## src/rtl/seq_scan_ctrl.sv

```systemverilog
// seq_scan_ctrl: serialises a captured word MSB first and counts (overlapping) 4-bit pattern matches.
// Optional macro PATTERN_PROG_EN adds a 4-bit pattern input sampled when a scan is accepted.
`default_nettype none

module seq_scan_ctrl #(
  parameter int WIDTH = 16,
  parameter int CNT_W = 5
) (
  input  logic             clk,
  input  logic             reset,
  input  logic             start,
  input  logic             abort,
  input  logic [WIDTH-1:0] din_word,
`ifdef PATTERN_PROG_EN
  input  logic [3:0]       pattern,
`endif
  output logic             busy,
  output logic             ser_bit,
  output logic             hit,
  output logic             done,
  output logic             found,
  output logic [CNT_W-1:0] match_cnt,
  output logic [4:0]       first_idx
);

  typedef enum logic [1:0] {
    S_IDLE  = 2'd0,
    S_LOAD  = 2'd1,
    S_SHIFT = 2'd2,
    S_DONE  = 2'd3
  } state_t;

  localparam logic [3:0]       c_PATTERN   = 4'b0101;
  localparam logic [4:0]       c_NO_MATCH  = 5'd31;
  localparam logic [4:0]       c_LAST_IDX  = 5'(WIDTH - 1);
  localparam logic [CNT_W-1:0] c_CNT_MAX   = {CNT_W{1'b1}};

  state_t           r_state;
  logic [WIDTH-1:0] r_word;
  logic [4:0]       r_idx;
  logic [2:0]       r_hist;
  logic             r_busy;
  logic             r_ser;
  logic             r_done;
  logic             r_found;
  logic [CNT_W-1:0] r_cnt;
  logic [4:0]       r_first;
  logic [3:0]       w_pat;
  logic             w_hit;
  logic             w_last;

`ifdef PATTERN_PROG_EN
  logic [3:0] r_pat;

  always_ff @(posedge clk or posedge reset) begin
    if (reset) begin
      r_pat <= c_PATTERN;
    end else if (r_state == S_IDLE && start) begin
      r_pat <= pattern;
    end
  end

  assign w_pat = r_pat;
`else
  assign w_pat = c_PATTERN;
`endif

  // r_hist[2] is the oldest bit, so the window lines up with the pattern read left to right
  assign w_hit  = (r_state == S_SHIFT) && !abort && (r_idx >= 5'd3) &&
                  ({r_hist, r_ser} == w_pat);
  assign w_last = (r_idx == c_LAST_IDX);

  always_ff @(posedge clk or posedge reset) begin
    if (reset) begin
      r_state <= S_IDLE;
      r_word  <= '0;
      r_idx   <= '0;
      r_hist  <= '0;
      r_busy  <= 1'b0;
      r_ser   <= 1'b0;
      r_done  <= 1'b0;
      r_found <= 1'b0;
      r_cnt   <= '0;
      r_first <= c_NO_MATCH;
    end else begin
      r_done <= 1'b0;
      case (r_state)
        S_IDLE: begin
          if (start) begin
            r_state <= S_LOAD;
            r_word  <= din_word;
            r_idx   <= '0;
            r_hist  <= '0;
            r_busy  <= 1'b1;
            r_found <= 1'b0;
            r_cnt   <= '0;
            r_first <= c_NO_MATCH;
          end
        end
        S_LOAD: begin
          if (abort) begin
            r_state <= S_IDLE;
            r_busy  <= 1'b0;
            r_ser   <= 1'b0;
            r_found <= 1'b0;
            r_cnt   <= '0;
            r_first <= c_NO_MATCH;
          end else begin
            r_state <= S_SHIFT;
            r_ser   <= r_word[WIDTH-1];
            r_word  <= r_word << 1;
          end
        end
        S_SHIFT: begin
          if (abort) begin
            r_state <= S_IDLE;
            r_busy  <= 1'b0;
            r_ser   <= 1'b0;
            r_found <= 1'b0;
            r_cnt   <= '0;
            r_first <= c_NO_MATCH;
          end else begin
            r_hist <= {r_hist[1:0], r_ser};
            if (w_hit) begin
              if (r_cnt != c_CNT_MAX) begin
                r_cnt <= r_cnt + 1'b1;
              end
              if (!r_found) begin
                r_found <= 1'b1;
                r_first <= r_idx;
              end
            end
            if (w_last) begin
              r_state <= S_DONE;
              r_busy  <= 1'b0;
              r_ser   <= 1'b0;
            end else begin
              r_idx  <= r_idx + 5'd1;
              r_ser  <= r_word[WIDTH-1];
              r_word <= r_word << 1;
            end
          end
        end
        S_DONE: begin
          r_done  <= 1'b1;
          r_state <= S_IDLE;
        end
        default: begin
          r_state <= S_IDLE;
        end
      endcase
    end
  end

  assign busy      = r_busy;
  assign ser_bit   = r_ser;
  assign hit       = w_hit;
  assign done      = r_done;
  assign found     = r_found;
  assign match_cnt = r_cnt;
  assign first_idx = r_first;

endmodule

`default_nettype wire

```

## config.mk

```make
export PLATFORM = sky130hd
export DESIGN_NAME = seq_scan_ctrl
export DESIGN_NICKNAME = d
export VERILOG_FILES = /design/src/rtl/seq_scan_ctrl.sv
export SDC_FILE = /design/constraint.sdc
export NUM_CORES = 1
export LEC_CHECK = 0
export BUFFER_PORTS_ARGS = -buffer_cell sky130_fd_sc_hd__buf_2
export CAP_MARGIN = 20
export CORE_MARGIN = 1
export CORE_UTILIZATION = 45
export CTS_BUF_LIST = sky130_fd_sc_hd__clkbuf_16
export DETAILED_ROUTE_END_ITERATION = 8
export PLACE_DENSITY = 0.66
export SETUP_SLACK_MARGIN = 0.5
export SLEW_MARGIN = 20
export SYNTH_ARGS = -nofsm -noshare
export SYNTH_HDL_FRONTEND = slang
export SYNTH_SLANG_ARGS = --single-unit
export TNS_END_PERCENT = 100
```

## constraint.sdc

```tcl
create_clock -name clk -period 3.18 [get_ports clk]
set_input_delay 0 -clock clk [delete_from_list [all_inputs] [get_ports clk]]
set_output_delay 0 -clock clk [all_outputs]
set_load 0.05 [all_outputs]
```

# Yosys cells after proc, flatten, opt, wreduce, memory -nomap -nowiden
# Cells that the tools add are included.
# Widths: inputs -> output; s select.
# classes
addsub,2
magnitude_cmp,1
eq_ne,15
n_mux,42
n_reduce_logical,16
# op_table
cell,count
$mux 16,4
$mux 5,12
$pmux 16 s3,1
$pmux 5 s3,2
$reduce_and 5->1,3
$reduce_and 4->1,3
$mux 1,11
$add 5x1->5 const B,2
$ne 2x2->1 const B,5
$pmux 5 s2,1
$ne 3x3->1 const B,3
$mux 2,4
$pmux 2 s4,1
$mux 3,2
$pmux 1 s3,2
$pmux 3 s2,1
$eq 5x4->1 const B,1
$ge 5x2->1 const B,1
$ne 5x5->1 const B,1
$eq 2x2->1 const B,2
$eq 4x3->1 const B,1
$reduce_bool 2->1,2
$logic_and 1x1->1,3
$ne 3x2->1 const B,1
7 further kinds,7
# word_totals
regBits,40
out_inout_bits,15
word_cells,86

# Longest topological paths before layout
# logic_depth
word_depth,7
ltp_mapped,7
ltp_nobuf,7

# Least setup slack after synthesis
# OpenSTA, ideal clock, no wires.
# synth_path
path_kind,flip-flop to flip-flop
startpoint,"register r_cnt[0], in the netlist match_cnt[0]"
endpoint,"register r_cnt[2], in the netlist match_cnt[2]"
setup_ps,124
arrival_ps,2030
setup_slack_ps,1026
stages_incl_launch_ff,8
synth_period_minus_slack_ps,2154
cell_sequence,dfrtp_1 > ha_1 > and3_1 > ha_1 > nor3b_1 > o211ai_2 > o211a_1 > a211o_1
# synth_between
elab_chain_len,5
word_cells_on_any_way,8
cone_classes,add/sub: 1; eq/ne: 2; mux: 4; reduce/logical: 1
# synth_lines
item,line,source
"start, declared",46,logic [CNT_W-1:0] r_cnt;
"start signal, assigned",126,r_cnt <= r_cnt + 1'b1;
$add 5x1->5,126,
$mux 5,125,if (r_cnt != c_CNT_MAX) begin
$mux 5,124,if (w_hit) begin
$mux 5,115,if (abort) begin
$pmux 5 s3,87,case (r_state)
# Parallel ways exist; a longest one is shown, timed or not. The select of a mux whose other input is x is not followed.
# A chain may end at the register's enable or synchronous reset.

# Worst setup path after layout
# layout_path
startpoint,register r_state[0]
endpoint,"register r_found, in the netlist found"
# layout_between
elab_chain_len,6
word_cells_on_any_way,12
cone_classes,eq/ne: 5; mux: 1; reduce/logical: 6
# layout_lines
item,line,source
"start, declared",38,state_t r_state;
"start signal, assigned",75,r_state <= S_IDLE;
"start signal, assigned",90,r_state <= S_LOAD;
"start signal, assigned",102,r_state <= S_IDLE;
$eq 2x2->1,"69, 87",
$logic_and 1x1->1 (3 in series),69,assign w_hit = (r_state == S_SHIFT) && !abort && (r_idx >= 5'd3) &&
$ne 3x3->1 (no line),n/a,
$reduce_and 4->1 (no line),n/a,
"end signal, assigned",82,r_found <= 1'b0;
"end signal, assigned",95,r_found <= 1'b0;
"end signal, assigned",105,r_found <= 1'b0;
"end, declared",45,logic r_found;
# Parallel ways exist; a longest one is shown, timed or not.

==> impl.org <==
** Clock tree
- Cts bufs inserted :: 5
- The longest clock path from root to sink contains 2 buffers.
- Clock tree from TritonCTS :: yes
- H-tree levels :: 2
- Clock-pin slew was measured on the worst setup and hold paths at around 60 ps.
- CTS Root Cell :: sky130_fd_sc_hd__clkbuf_16
- The clock reaches the later pin of the worst-skew pair after 280 ps.
- Total clock sinks :: 40

** Critical path
- The startpoint identified for the worst register-to-register timing path is r_state[0]$_DFFE_PP0P_.
- Critical path's slowest cell :: sky130_fd_sc_hd__nor4_2
- Delay of the slowest critical-path stage :: ~560 ps
- Worst path bufs/invs :: 2
- The endpoint identified for the worst register-to-register timing path is found$_DFFE_PP0P_.
- Top fanout value on the critical path :: 15
- Cell breakdown of the critical path :: inv_1, ha_1, nor2b_1, buf_4, nor4_2, o22ai_1
- STA classifies the critical path endpoint as a flop.
- Worst-case reg-to-reg path depth :: 6
- Worst setup path class :: reg2reg
- For the worst setup path, the data arrival time is about 2300 ps.
- Cell class contributing the biggest share of worst-path delay :: simple AND/OR/NAND/NOR gates
- Crit start category :: flop
- The most critical setup path has its startpoint at r_state[0]$_DFFE_PP0P_.
- CP required :: about 3300 ps
- Reg-to-reg slack, setup :: 1010 ps

** Synth
- Count of different cell masters after synthesis :: 48
- sky130_fd_sc_hd__dfrtp_1 takes more of the synthesized area than any other cell.
- Ranked by total cell area, the synthesized netlist is headed by sky130_fd_sc_hd__dfrtp_1 42%, sky130_fd_sc_hd__mux2i_1 9.6%, sky130_fd_sc_hd__dfstp_2 6.3%, sky130_fd_sc_hd__ha_1 4.8%, sky130_fd_sc_hd__a21oi_1 3.9%.
- Synthesized area divided by synthesized cell count :: approximately 11 µm²
- Seq/Total Area, Yosys :: slightly below 50%
- Post-synthesis instance total :: 192
- Total number of yosys warnings :: 0
- Post-synth EDFFs :: 0
- Area fraction of the dominant cell type after synthesis :: between 40% and 50%
- Main flop type after synthesis :: sky130_fd_sc_hd__dfrtp_1
- Flip-flop and latch count after synthesis :: 40
- Counting flops with an async set or reset pin after synthesis yields a share of 100%.
- Post-synthesis net count :: 220
- Cell area after synthesis :: between 0.002 and 0.0025 mm²

** Die
- Pin placement for this block handled 35 I/O pins.
- The floorplan step defined a die boundary enclosing 0.00489 mm².
- Site row count :: 24
- Area of the placeable core :: 0.00438 mm²
- The floorplan step set the die height to roughly 70 µm.
- Measured along the x axis, the die boundary spans between 60 and 70 µm.
- Initial Utilization :: a little under half

** Placed design
- Detailed placement ended at an HPWL of roughly 2.6 mm.
- Buffers added on ports :: 34
- In this run the cell area measured after placement is 0.00230 mm².
- Gpl congestion :: between 0.7 and 0.8
- OpenSTA, run right after detailed placement, puts the worst setup slack at 1030 ps.

** Timing
- Fmax :: roughly 0.46 GHz
- The routed design could run at a clock period as short as approximately 2200 ps.
- The number of pins with negative max-slew slack in the final report is 0.
- Worst Clk Skew :: slightly below 5 ps
- Headroom to the max-slew limit came out at a little over two fifths.
- Tightest Pin Transition :: roughly 840 ps
- Setup repair after global routing missed its margin :: false
- Total negative setup slack :: 0 ps
- Setup violations remaining at the end of the flow were counted as 0.
- Portion of the clock cycle consumed by the worst path in the final layout :: 68.2%
- Number of endpoints with negative hold slack in the final report :: 0
- The worst path meets setup with ~1000 ps of slack.

** Run status
- The flow ran to the end, and the final reports show no timing, DRC or antenna violations.

** Pwr
- The worst-case IR drop observed on VDD is 445 µV.
- In this run the power density over the cells is 867 mW/mm².
- Overall power consumption :: ~0.0021 W
- Leak :: roughly 1.2 nW

** Hold path
- Worst hold path endpoint :: r_word[1]$_DFFE_PP0P_
- HP Start :: din_word[1]
- Number of instances on the worst hold path :: 3
- Type of the tightest min-delay check :: in2reg

** GRT
- Global routing finished with a remaining overflow of 0.
- Global routing used between 10% and 20% of the available tracks across all layers.
- Global-route wire length before repair :: 6.90 mm
- Maximum number of pins on one net before global-route repair :: a little over 40
- Number of antenna violations at the first check in global routing :: 0
- Number of global-route vias before repair :: between 1500 and 2000

** Routing
- The routed design has ~3.8 mm of wire.
- The detailed router placed 1523 vias in this run.
- DRC violation count after routing :: 0
- Initial DRT Pass Iterations :: 4
- Average vias per placed instance :: around 5.4
- Routed WL per cell :: about 13 µm
- Once detail routing completed, the nets flagged for antenna violations numbered 0.
- 1st-iter DRT viols :: 80

** Finish
- With fillers left out, the area of the finished cells amounts to between 0.002 and 0.0025 mm².
- Number of nets at the end of the flow :: 258
- The library cell used most frequently in the layout, excluding fill and tap cells, is sky130_fd_sc_hd__dfrtp_1.
- 0 antenna diodes ended up in the layout.
- Most frequent cells in the layout :: 35 x sky130_fd_sc_hd__dfrtp_1, 34 x sky130_fd_sc_hd__buf_2, 21 x sky130_fd_sc_hd__nor2_1
- Fraction of final layout cells with drive strength greater than 1 :: 24.8%
- Relative to the synthesized area, the layout overhead comes to 18.6%.

** Flow run
- Max-cap check violation count :: 0
==> through the flow <==
stage / std cells / utilization (%) / hold WS (ps)
global route: 282 / 56.1 / 32.6
CTS: 282 / 56.1 / 10.2
global placement: 272 / 52.4 / 149
finish: 282 / 56.1 / 12.2
floorplan: 192 / - / 101
detailed placement: 272 / 52.4 / 157
==> worst register-to-register path, cell delays in order, from the launching register on <==
cell	delay (ps)
sky130_fd_sc_hd__dfrtp_1	390
sky130_fd_sc_hd__inv_1	80
sky130_fd_sc_hd__ha_1	390
sky130_fd_sc_hd__nor2b_1	250
sky130_fd_sc_hd__buf_4	170
sky130_fd_sc_hd__nor4_2	560
sky130_fd_sc_hd__o22ai_1	170
==> layer usage <==
layer	vias to the layer above	track usage (%)	part of all wire (%)	routed length [µm]
li1	767	-	-	-
met1	717	22.3	49	1840
met2	32	29.3	46	1730
met3	7	3.75	3.5	130
met4	0	7.33	1.8	68
met5	-	0	0	0
==> where the power goes <==
group	switching [W]	internal (W)	leakage, nW
sequential	0.0000835	0.000659	0.490
combinational	0.000544	0.000385	0.599
clock	0.000183	0.000280	0.0648
==> sequential cells by signal, indices dropped and copies added (netlist names) <==
register and cells:
ser_bit 1, busy 1, found 1, first_idx 5
done 1, r_idx 5, r_state 2, r_word 16
match_cnt 5, r_hist 3
==> how the worst max path moves through the flow <==
stage,to,slack [ps],depth (start not counted)
4_1_cts,found$_DFFE_PP0P_,1010,6
3_3_place_gp,first_idx[1]$_DFFE_PP1P_,1040,6
3_5_place_dp,found$_DFFE_PP0P_,1030,6
2_1_floorplan,match_cnt[2]$_DFFE_PP0P_,1030,7
5_1_grt,first_idx[1]$_DFFE_PP1P_,840,7
6_report,found$_DFFE_PP0P_,1010,6
==> synthesized netlist by cell type (2+ instances only) <==
cell type / instances
sky130_fd_sc_hd__dfrtp_1: 35
sky130_fd_sc_hd__nor2_1: 21
sky130_fd_sc_hd__mux2i_1: 20
sky130_fd_sc_hd__a21oi_1: 16
sky130_fd_sc_hd__inv_1: 11
sky130_fd_sc_hd__ha_1: 8
sky130_fd_sc_hd__a22o_1: 6
sky130_fd_sc_hd__buf_2: 5
sky130_fd_sc_hd__dfstp_2: 5
sky130_fd_sc_hd__nand3_1: 5
sky130_fd_sc_hd__o21ai_0: 5
sky130_fd_sc_hd__clkbuf_1: 3
sky130_fd_sc_hd__nand2_1: 3
sky130_fd_sc_hd__nor2b_1: 3
sky130_fd_sc_hd__o31a_1: 3
sky130_fd_sc_hd__or4_1: 3
sky130_fd_sc_hd__and3_1: 2
sky130_fd_sc_hd__nand2b_1: 2
sky130_fd_sc_hd__nand3b_1: 2
sky130_fd_sc_hd__nor3_1: 2
sky130_fd_sc_hd__nor3b_1: 2
sky130_fd_sc_hd__o21ai_1: 2
sky130_fd_sc_hd__o22ai_1: 2
sky130_fd_sc_hd__o31ai_1: 2
==> cells by family after synthesis <==
group           Yosys count  share of synthesized area, %
mux                      21                          10.2
buf+inv                  20                          4.28
fa+ha+maj                 8                          4.82
xor+xnor                  1                         0.422
flops                    40                          48.5
compound gates           48                          16.6
simple gates             54                          15.1
==> what timing repair did <==
| action | in CTS | in global routing |
|---|---|---|
| endpoints found under the hold margin | 37 | 0 |
| hold buffers | 3 | 0 |
| buffers inserted | 0 | 0 |
| resized for setup | 0 | 0 |
==> final cells by class <==
type	count	area (µm²)
fill	396	1920
sequential	40	1010
multi-input combinational	132	992
timing repair buffer	40	223
clock buffer	5	125
tap	52	65.1
inverter	11	41.3
clock inverter	2	7.51
No activity file was read; power rests on OpenSTA's default activity.
